`config.mk`:
```
export PLATFORM = sky130hd
export DESIGN_NAME = execute_alu_unit
export DESIGN_NICKNAME = d
export VERILOG_FILES = /design/src/rtl/execute_alu_pkg.sv /design/src/rtl/execute_alu_div.sv /design/src/rtl/execute_alu_unit.sv
export SDC_FILE = /design/constraint.sdc
export NUM_CORES = 1
export LEC_CHECK = 0
export ABC_CLOCK_PERIOD_IN_PS = 9900
export CORE_AREA = 2 2 140 74
export CTS_CLUSTER_DIAMETER = 40
export DETAILED_ROUTE_END_ITERATION = 8
export DIE_AREA = 0 0 142 76
export PLACE_DENSITY = 0.51
export REMOVE_ABC_BUFFERS = 1
export SYNTH_ARGS = -nofsm -noshare
export SYNTH_HDL_FRONTEND = slang
export SYNTH_SLANG_ARGS = --single-unit
```
`constraint.sdc`:
```
create_clock -name iCLK -period 9.9 [get_ports iCLK]
set_clock_uncertainty 0.2 [all_clocks]
set_input_delay 1.485 -clock iCLK [delete_from_list [all_inputs] [get_ports iCLK]]
set_output_delay 1.485 -clock iCLK [all_outputs]
set_load 0.01 [all_outputs]
```
`src/rtl/execute_alu_pkg.sv`:
```
// Shared opcode encoding and datapath width for the execute-stage ALU.
package execute_alu_pkg;

  localparam int ALU_W = 8;

  typedef enum logic [3:0] {
    ALU_ADD = 4'h0,
    ALU_SUB = 4'h1,
    ALU_MUL = 4'h2,
    ALU_DIV = 4'h3,
    ALU_OR  = 4'h4,
    ALU_AND = 4'h5,
    ALU_LSH = 4'h6,
    ALU_RSH = 4'h7,
    ALU_NEG = 4'h8,
    ALU_MOD = 4'h9,
    ALU_XOR = 4'hA,
    ALU_MOV = 4'hB,
    ALU_EQ  = 4'hC,
    ALU_GT  = 4'hD,
    ALU_GE  = 4'hE,
    ALU_SET = 4'hF
  } alu_op_e;

endpackage

```
`src/rtl/execute_alu_div.sv`:
```
// Combinational unsigned divider: quotient, remainder and divide-by-zero flag.
// Latency 0 (pure logic); no backpressure.
module execute_alu_div
  import execute_alu_pkg::*;
(
  input  logic [ALU_W-1:0] dividend,
  input  logic [ALU_W-1:0] divisor,
  output logic [ALU_W-1:0] quotient,
  output logic [ALU_W-1:0] remainder,
  output logic             div_by_zero
);

  // Guarded so a zero divisor never produces X: quotient 0, remainder passes the dividend.
  always_comb begin
    div_by_zero = (divisor == '0);
    quotient    = '0;
    remainder   = dividend;
    if (!div_by_zero) begin
      quotient  = dividend / divisor;
      remainder = dividend % divisor;
    end
  end

endmodule

```
`src/rtl/execute_alu_unit.sv`:
```
// 8-bit execute-stage ALU with registered result and zero flag; divider built only under EXECUTE_ALU_DIV_EN.
// Latency 1 cycle; no stall or enable, a new result is captured every clock.
module execute_alu_unit
  import execute_alu_pkg::*;
(
  input  logic             iCLK,
  input  logic             iRST,
  input  logic [3:0]       iOPCODE,
  input  logic [ALU_W-1:0] iSOURCE0,
  input  logic [ALU_W-1:0] iSOURCE1,
  output logic [ALU_W-1:0] oRESULT,
  output logic             oZERO
);

  alu_op_e          op;
  logic [ALU_W-1:0] a, b;
  logic             shift_oob;
  logic [ALU_W-1:0] div_q, div_r;
  logic             div_dbz;
  logic [ALU_W-1:0] result_d, result_q;
  logic             zero_d, zero_q;

  assign op        = alu_op_e'(iOPCODE);
  assign a         = iSOURCE0;
  assign b         = iSOURCE1;
  assign shift_oob = (b >= 8'd8);

`ifdef EXECUTE_ALU_DIV_EN
  execute_alu_div u_div (
    .dividend    (a),
    .divisor     (b),
    .quotient    (div_q),
    .remainder   (div_r),
    .div_by_zero (div_dbz)
  );
`else
  assign div_q   = '0;
  assign div_r   = '0;
  assign div_dbz = 1'b1;
`endif

  always_comb begin
    result_d = '0;
    unique case (op)
      ALU_ADD: result_d = a + b;
      ALU_SUB: result_d = a - b;
      ALU_MUL: result_d = a * b;
`ifdef EXECUTE_ALU_DIV_EN
      ALU_DIV: result_d = div_dbz ? '0 : div_q;
      ALU_MOD: result_d = div_dbz ? a : div_r;
`else
      // No divider: both opcodes collapse to zero; the stub outputs are deliberately ignored.
      ALU_DIV: result_d = (div_dbz | ~div_dbz) ? '0 : div_q;
      ALU_MOD: result_d = (div_dbz | ~div_dbz) ? '0 : div_r;
`endif
      ALU_OR:  result_d = a | b;
      ALU_AND: result_d = a & b;
      ALU_LSH: result_d = shift_oob ? '0 : (a << b[2:0]);
      ALU_RSH: result_d = shift_oob ? '0 : (a >> b[2:0]);
      ALU_NEG: result_d = 8'd0 - a;
      ALU_XOR: result_d = a ^ b;
      ALU_MOV: result_d = b;
      ALU_EQ:  result_d = {7'd0, a == b};
      ALU_GT:  result_d = {7'd0, a > b};
      ALU_GE:  result_d = {7'd0, a >= b};
      ALU_SET: result_d = {7'd0, (a & b) != '0};
      default: result_d = '0;
    endcase
    zero_d = (result_d == '0);
  end

  always_ff @(posedge iCLK) begin
    if (iRST) begin
      result_q <= '0;
      zero_q   <= 1'b1;
    end else begin
      result_q <= result_d;
      zero_q   <= zero_d;
    end
  end

  assign oRESULT = result_q;
  assign oZERO   = zero_q;

endmodule

```
==> results.md, run 1 <==
* Antenna violations before repair at 0
* Crit path max fanout at 17
* Hold Path Class: in -> reg
* Setup CP Type: in -> reg
* Drt via density at around 5.9
* TritonCTS clock tree: done
* Via count at about 3300
* Clock-pin slew on the worst setup and hold paths at 0.04 ns
* Max IR drop VDD at approximately 59 uV
* Library cells used by synthesis at just over 60
* Syn avg cell area at about 7.7 sq um
* Hold EP: oRESULT[1]
* Core ar. at roughly 10000 sq um
* Top cell type by total area after synthesis: ha_1
* Root Buffer: clkbuf_16
* Sequential share of the synthesized area at 0.0554
* Post-synth EDFFs at 0
* Unrepaired setup endpoints after global routing: no
* Inst Count DP at between 500 and 600
* Total Routing Usage GR at 0.220
* Placed inst area at 3570 sq um
* Fin area at roughly 3700 sq um
* Die X at 142 um
* Commonest cells post-synth: inv_1, ha_1, nor2_1, nand2_1, xnor2_1
* Asr flop ratio synth at 0
* Initial Util at 0.334
* Post-route DRC violation count at 0
* Ant diodes at 0
* Setup TNS at 0 ns
* First-pass GRT wire length at 18500 um
* Post-CTS Setup Inserts at 0
* Wire per inst at 20.9 um
* Post-detail-place hpwl at ~9400 um
* Register area at 180 sq um
* # H-tree levels at 1
* DRT Wirelength at 11700 um
* Final worst-path cycle share at 0.676
* Most numerous cell in the Yosys netlist: inv_1
* Pwr dens at around 92 nW/um^2
* Slowest-stage cell, CP: clkdlybuf4s50_1
* Clock sinks at 9
* #FFs+latches synth at 9
* Synth top area cells: ha_1, fa_1, xnor2_1, dfxtp_1, inv_1
* Gate count after technology mapping at around 420
* Die area at roughly 11000 sq um
* P&R area growth vs syn at 12.3%
* CTS max path bufs at 2
* Overall power at about 0.34 mW
* Yosys top cell area share at 0.162
* Site Rows at 26
* Fin crit period at ~6.7 ns
* Worst-path cell chain: clkdlybuf4s50_1 -> ha_1 -> inv_1 -> fa_1 -> fa_1 -> inv_1 -> ha_1 -> inv_1 -> fa_1 -> inv_1 -> ha_1 -> a21o_1 -> a21oi_1 -> xnor2_1 -> xnor2_1 -> a21oi_1 -> a21oi_1 -> nor4_2
* Final Hold Viols at 0
* Max-slew violations at 0
* CP Capture Type: flop
* Die height at 76 um
* WHS at ~1.8 ns
* Outcome: complete, no violations
* Predominant post-synthesis flop cell: dfxtp_1
* IO Pins at 31
* RD Place Congestion at 0.941
* Number of max-cap violations at 0
* Grt total ovfl at 0
* Initial DRT Pass Iterations at 5
* HP Start: iRST
* CTS buffer count at 3
* Layout Cells excl Fill at roughly 560
* Number of warnings issued by yosys at 0
* Hold Path Cell Cnt at 2
* Quantity of gates resized following cts at 0
* 1st-iter DRT viols at around 350
* Required time of the critical path at 9.80 ns
* Critical path arrival at approximately 6.6 ns
* CTS Hold Bufs at 0
* Critical Path Most Common Cell: inv_1
* Max_slew headroom at 0.389
* Multi-input logic area at about 2700 sq um
* Final #Nets at just over 500
* Slew @ Worst Pin at 0.908 ns
* Setup violators final at 0
* Fillers at approximately 1000
* Critical Path Start Type: primary input
* ANT nets after route at 0
* Port Buffer Count at 30
* Largest net degree at the start of global routing at 37
* Crit-path max cell delay at 0.86 ns
* Post-Syn Area at ~3300 sq um
* Max frequency at roughly 0.15 GHz
* Number of global-route vias before repair at around 3200
* Layout cells sized above 1 at 0.0573
* Static leakage at 1.56 nW
## state kept, by name (all words and copies together), names as in the netlist
register / flops
oZERO: 1
oRESULT: 8
## placed cells by master, fill, tap and decap left out, types with 3 or more instances in the layout
cell,instances
nor3_1,13
inv_1,45
nor2b_1,13
o22ai_1,5
xnor2_1,22
nand3_1,10
clkbuf_16,3
a21o_1,4
nor4_1,8
nor2_1,40
o31ai_1,3
dfxtp_1,9
ha_1,42
a21oi_1,21
clkdlybuf4s50_1,30
and2_1,5
xor2_1,5
fa_1,14
mux2i_1,11
nand2_1,35
a211oi_1,8
a22oi_1,4
or3_1,3
o21ai_0,12
buf_4,5
and3_1,4
mux4_2,7
a221oi_1,7
nand2b_1,5
## critical path, delay by kind of cell
kind | cells | cell delay, ns
buf+inv | 5 | 1.18
compound gates | 4 | 0.86
xor+xnor | 2 | 0.41
fa+ha+maj | 6 | 2.59
simple gates | 1 | 0.08
## how the worst max path moves through the flow
stage | from | to | slack [ns] | cells after the start
2_1_floorplan | iSOURCE1[2] | oZERO | 4.62 | 17
3_3_place_gp | iSOURCE1[2] | oZERO | 3.05 | 18
3_5_place_dp | iSOURCE1[2] | oZERO | 3.01 | 18
4_1_cts | iSOURCE1[2] | oZERO | 3.25 | 18
5_1_grt | iSOURCE1[2] | oZERO | 2.98 | 18
6_report | iSOURCE1[2] | oZERO | 3.21 | 18
## per-stage QoR
| stage | setup WS [ns] | utilization |
|---|---|---|
| 2_1_floorplan | 4.62 | - |
| 3_3_place_gp | 3.05 | 0.367 |
| 3_5_place_dp | 3.01 | 0.367 |
| 4_1_cts | 3.25 | 0.375 |
| 5_1_grt | 2.98 | 0.375 |
| 6_report | 3.21 | 0.375 |
## routing by layer
| layer | vias up | global-route usage | share of wire |
|---|---|---|---|
| met1 | 1588 | 0.360 | 0.52 |
| met2 | 170 | 0.273 | 0.36 |
| li1 | 1527 | - | - |
| met3 | 4 | 0.0836 | 0.12 |
| met5 | - | 0 | 0 |
| met4 | 0 | 0.0120 | 0.0020 |
## logic make-up (layout without fill, tap and decap cells)
group | count (synthesis) | count (layout) | synth area share
muxes | 20 | 20 | 0.0938
and+or+nand+nor | 149 | 149 | 0.228
adders and majority gates | 56 | 56 | 0.248
DFF | 9 | 9 | 0.0554
AOI/OAI and AO/OA | 91 | 91 | 0.197
xor gates and xnor gates | 27 | 27 | 0.0727
buffers and inverters | 72 | 84 | 0.106
## final cells by class
cell class | count | area share
multi-input combinational | 343 | 0.747
timing repair buffer | 35 | 0.0925
sequential | 9 | 0.0493
inverter | 45 | 0.0462
tap | 126 | 0.0432
clock buffer | 4 | 0.0216
## where the power goes
group	switching (mW)	total [mW]	leakage, nW	internal [mW]
registers	0.000752	0.0409	0.0744	0.0402
clock network	0.0175	0.0713	0.0382	0.0538
logic	0.129	0.224	1.45	0.0941
total	0.148	0.336	1.56	0.188
(Power assumes the default switching activity.)
==> run 2, diff against run 1 <==
--- a/config.mk
+++ b/config.mk
@@ -5,12 +5,12 @@
 export SDC_FILE = /design/constraint.sdc
 export NUM_CORES = 1
 export LEC_CHECK = 0
-export ABC_CLOCK_PERIOD_IN_PS = 9900
+export ABC_CLOCK_PERIOD_IN_PS = 5650
 export CORE_AREA = 2 2 140 74
 export CTS_CLUSTER_DIAMETER = 40
 export DETAILED_ROUTE_END_ITERATION = 8
 export DIE_AREA = 0 0 142 76
-export PLACE_DENSITY = 0.51
+export PLACE_DENSITY = 0.53
 export REMOVE_ABC_BUFFERS = 1
 export SYNTH_ARGS = -nofsm -noshare
 export SYNTH_HDL_FRONTEND = slang
==> constraint.sdc (replaced) <==
create_clock -name iCLK -period 5.65 [get_ports iCLK]
set_clock_uncertainty 0.2 [all_clocks]
set_input_delay 0.8475 -clock iCLK [delete_from_list [all_inputs] [get_ports iCLK]]
set_output_delay 0.8475 -clock iCLK [all_outputs]
set_load 0.01 [all_outputs]
==> run 2 against run 1 <==
Critical endpoint unchanged. Clock power is 80% higher. Worst hold slack worse by 0.64 ns. Critical path type unchanged. Power is 81% higher.
==> results.md, run 2 (synthesized netlist as in run 1, its figures left out) <==
* Outcome: complete, no violations
* Ant diodes at 0
* Pwr dens at approximately 160 nW/um^2
* Max-slew violations at 0
* Quantity of gates resized following cts at 0
* WHS at 1.20 ns
* Setup TNS at 0 ns
* CTS Hold Bufs at 0
* Sequential Power Share at 0.118
* Commonest cells after routing, fill and taps aside: inv_1, ha_1, nor2_1
* Clock sinks at 9
* Wire per inst at 21.1 um
* Static leakage at between 1.5 and 2 nW
* Setup violators final at 0
* Via count at approximately 3400
* Die X at roughly 140 um
* # H-tree levels at 1
* Switch Pwr at around 0.27 mW
* Die height at 76 um
* Max frequency at between 0.15 and 0.2 GHz
* Port Buffer Count at 30
* Post-route DRC violation count at 0
* CP Capture Type: flop
* Setup CP Type: in -> reg
* Overall power at slightly above 0.6 mW
* Slowest-stage cell, CP: clkdlybuf4s50_1
* Die area at between 10000 and 15000 sq um
* Core ar. at ~10000 sq um
* Pint at 0.340 mW
* Worst path buffer plus inverter count at 4
* Hold EP: oRESULT[1]
* Grt total ovfl at 0
* Final worst-path cycle share at 0.928
* Unrepaired setup endpoints after global routing: no
* Clk network pwr share at 0.210
* Slew @ Worst Pin at slightly above 0.9 ns
* Root Buffer: clkbuf_16
* First-pass GRT wire length at between 15000 and 20000 um
* Hold Path Cell Cnt at 2
* Post-detail-place hpwl at between 10000 and 15000 um
* CTS max path bufs at 2
* Drt via density at 5.87
* Comb pwr share at 0.672
* Initial DRT Pass Iterations at 5
* Antenna violations before repair at 0
* IO Pins at 31
* Clock-pin slew on the worst setup and hold paths at ~0.040 ns
* Layout cells sized above 1 at 0.103
* Total Routing Usage GR at 0.233
* 1st-iter DRT viols at between 500 and 600
* Required time of the critical path at 5.60 ns
* Fin crit period at ~5.2 ns
* Site Rows at 26
* Crit-path max cell delay at between 0.6 and 0.7 ns
* Post-CTS Setup Inserts at 0
* HP Start: iRST
* Critical Path Most Common Cell: fa_1
* Sw Ratio at 0.440
* Final Hold Viols at 0
* CTS buffer count at 3
* Number of max-cap violations at 0
* Fillers at roughly 1000
* Largest net degree at the start of global routing at 26
* Critical Path Start Type: primary input
* Crit path max-delay family: adder cells
* Max_slew headroom at 0.370
* Hold Path Class: in -> reg
* TritonCTS clock tree: done
* Max IR drop VDD at approximately 110 uV
* Final #Nets at approximately 540
* Initial Util at 0.334
* Worst-path cell chain: clkdlybuf4s50_1 -> nand2_1 -> fa_1 -> fa_1 -> inv_1 -> fa_1 -> inv_1 -> fa_1 -> inv_1 -> ha_1 -> xnor2_1 -> a21oi_1 -> o211ai_1 -> a2111oi_2 -> a21oi_1 -> nor4_2
* Crit path max fanout at 7
* Max reg flops at 8
* P&R area growth vs syn at 17.3%
* DRT Wirelength at around 12000 um
* ANT nets after route at 0
* Critical path arrival at ~5.2 ns
* Commonest non-fill, non-tap cell in the layout: inv_1
* Number of global-route vias before repair at about 3300
* RD Place Congestion at 0.967
[run 2: cell types whose count changed in the layout (fill, tap and decap cells not counted), sizes merged]
| cell | delta |
|---|---|
| buf | +22 |
[run 2: how the worst max path moves through the flow]
stage	start	cells past startpoint	end	slack, ns
floorplan	iSOURCE1[2]	17	oZERO	1.01
global placement	iSOURCE0[2]	18	oZERO	0.19
detailed placement	iSOURCE1[4]	16	oZERO	0.18
CTS	iSOURCE1[4]	16	oZERO	0.41
global route	iSOURCE0[2]	18	oZERO	0.18
finish	iSOURCE1[4]	16	oZERO	0.41
[run 2: area by class of cell]
cell class	instances	area (sq um)	share of cell area
inverters	45	169	0.0442
multi-input cells	343	2730	0.715
clock buffers	4	78.8	0.0206
well taps	126	158	0.0413
repair buffers	57	503	0.132
flip-flops and latches	9	180	0.0472
[run 2: power groups by stage]
stage / clock, mW / sequential (mW) / combinational, mW
after floorplan: 0 / 0.0765 / 0.245
after global placement: 0 / 0.0728 / 0.400
after detailed placement: 0 / 0.0730 / 0.399
after CTS: 0.129 / 0.0719 / 0.402
after global routing: 0.134 / 0.0722 / 0.452
final: 0.128 / 0.0718 / 0.408
[run 2: routing by layer]
layer,GRT usage,wire (um)
met1,0.382,6030
met4,0.0270,60
met5,0,0
met2,0.283,4360
met3,0.0874,1890
[run 2: stage by stage]
step / cells / utilization / area [sq um] / setup WS [ns]
3_5_place_dp: 580 / 0.384 / 3740 / 0.179
3_3_place_gp: 580 / 0.384 / 3740 / 0.188
4_1_cts: 584 / 0.392 / 3820 / 0.413
6_report: 584 / 0.392 / 3820 / 0.406
5_1_grt: 584 / 0.392 / 3820 / 0.181
2_1_floorplan: 397 / - / 3080 / 1.01
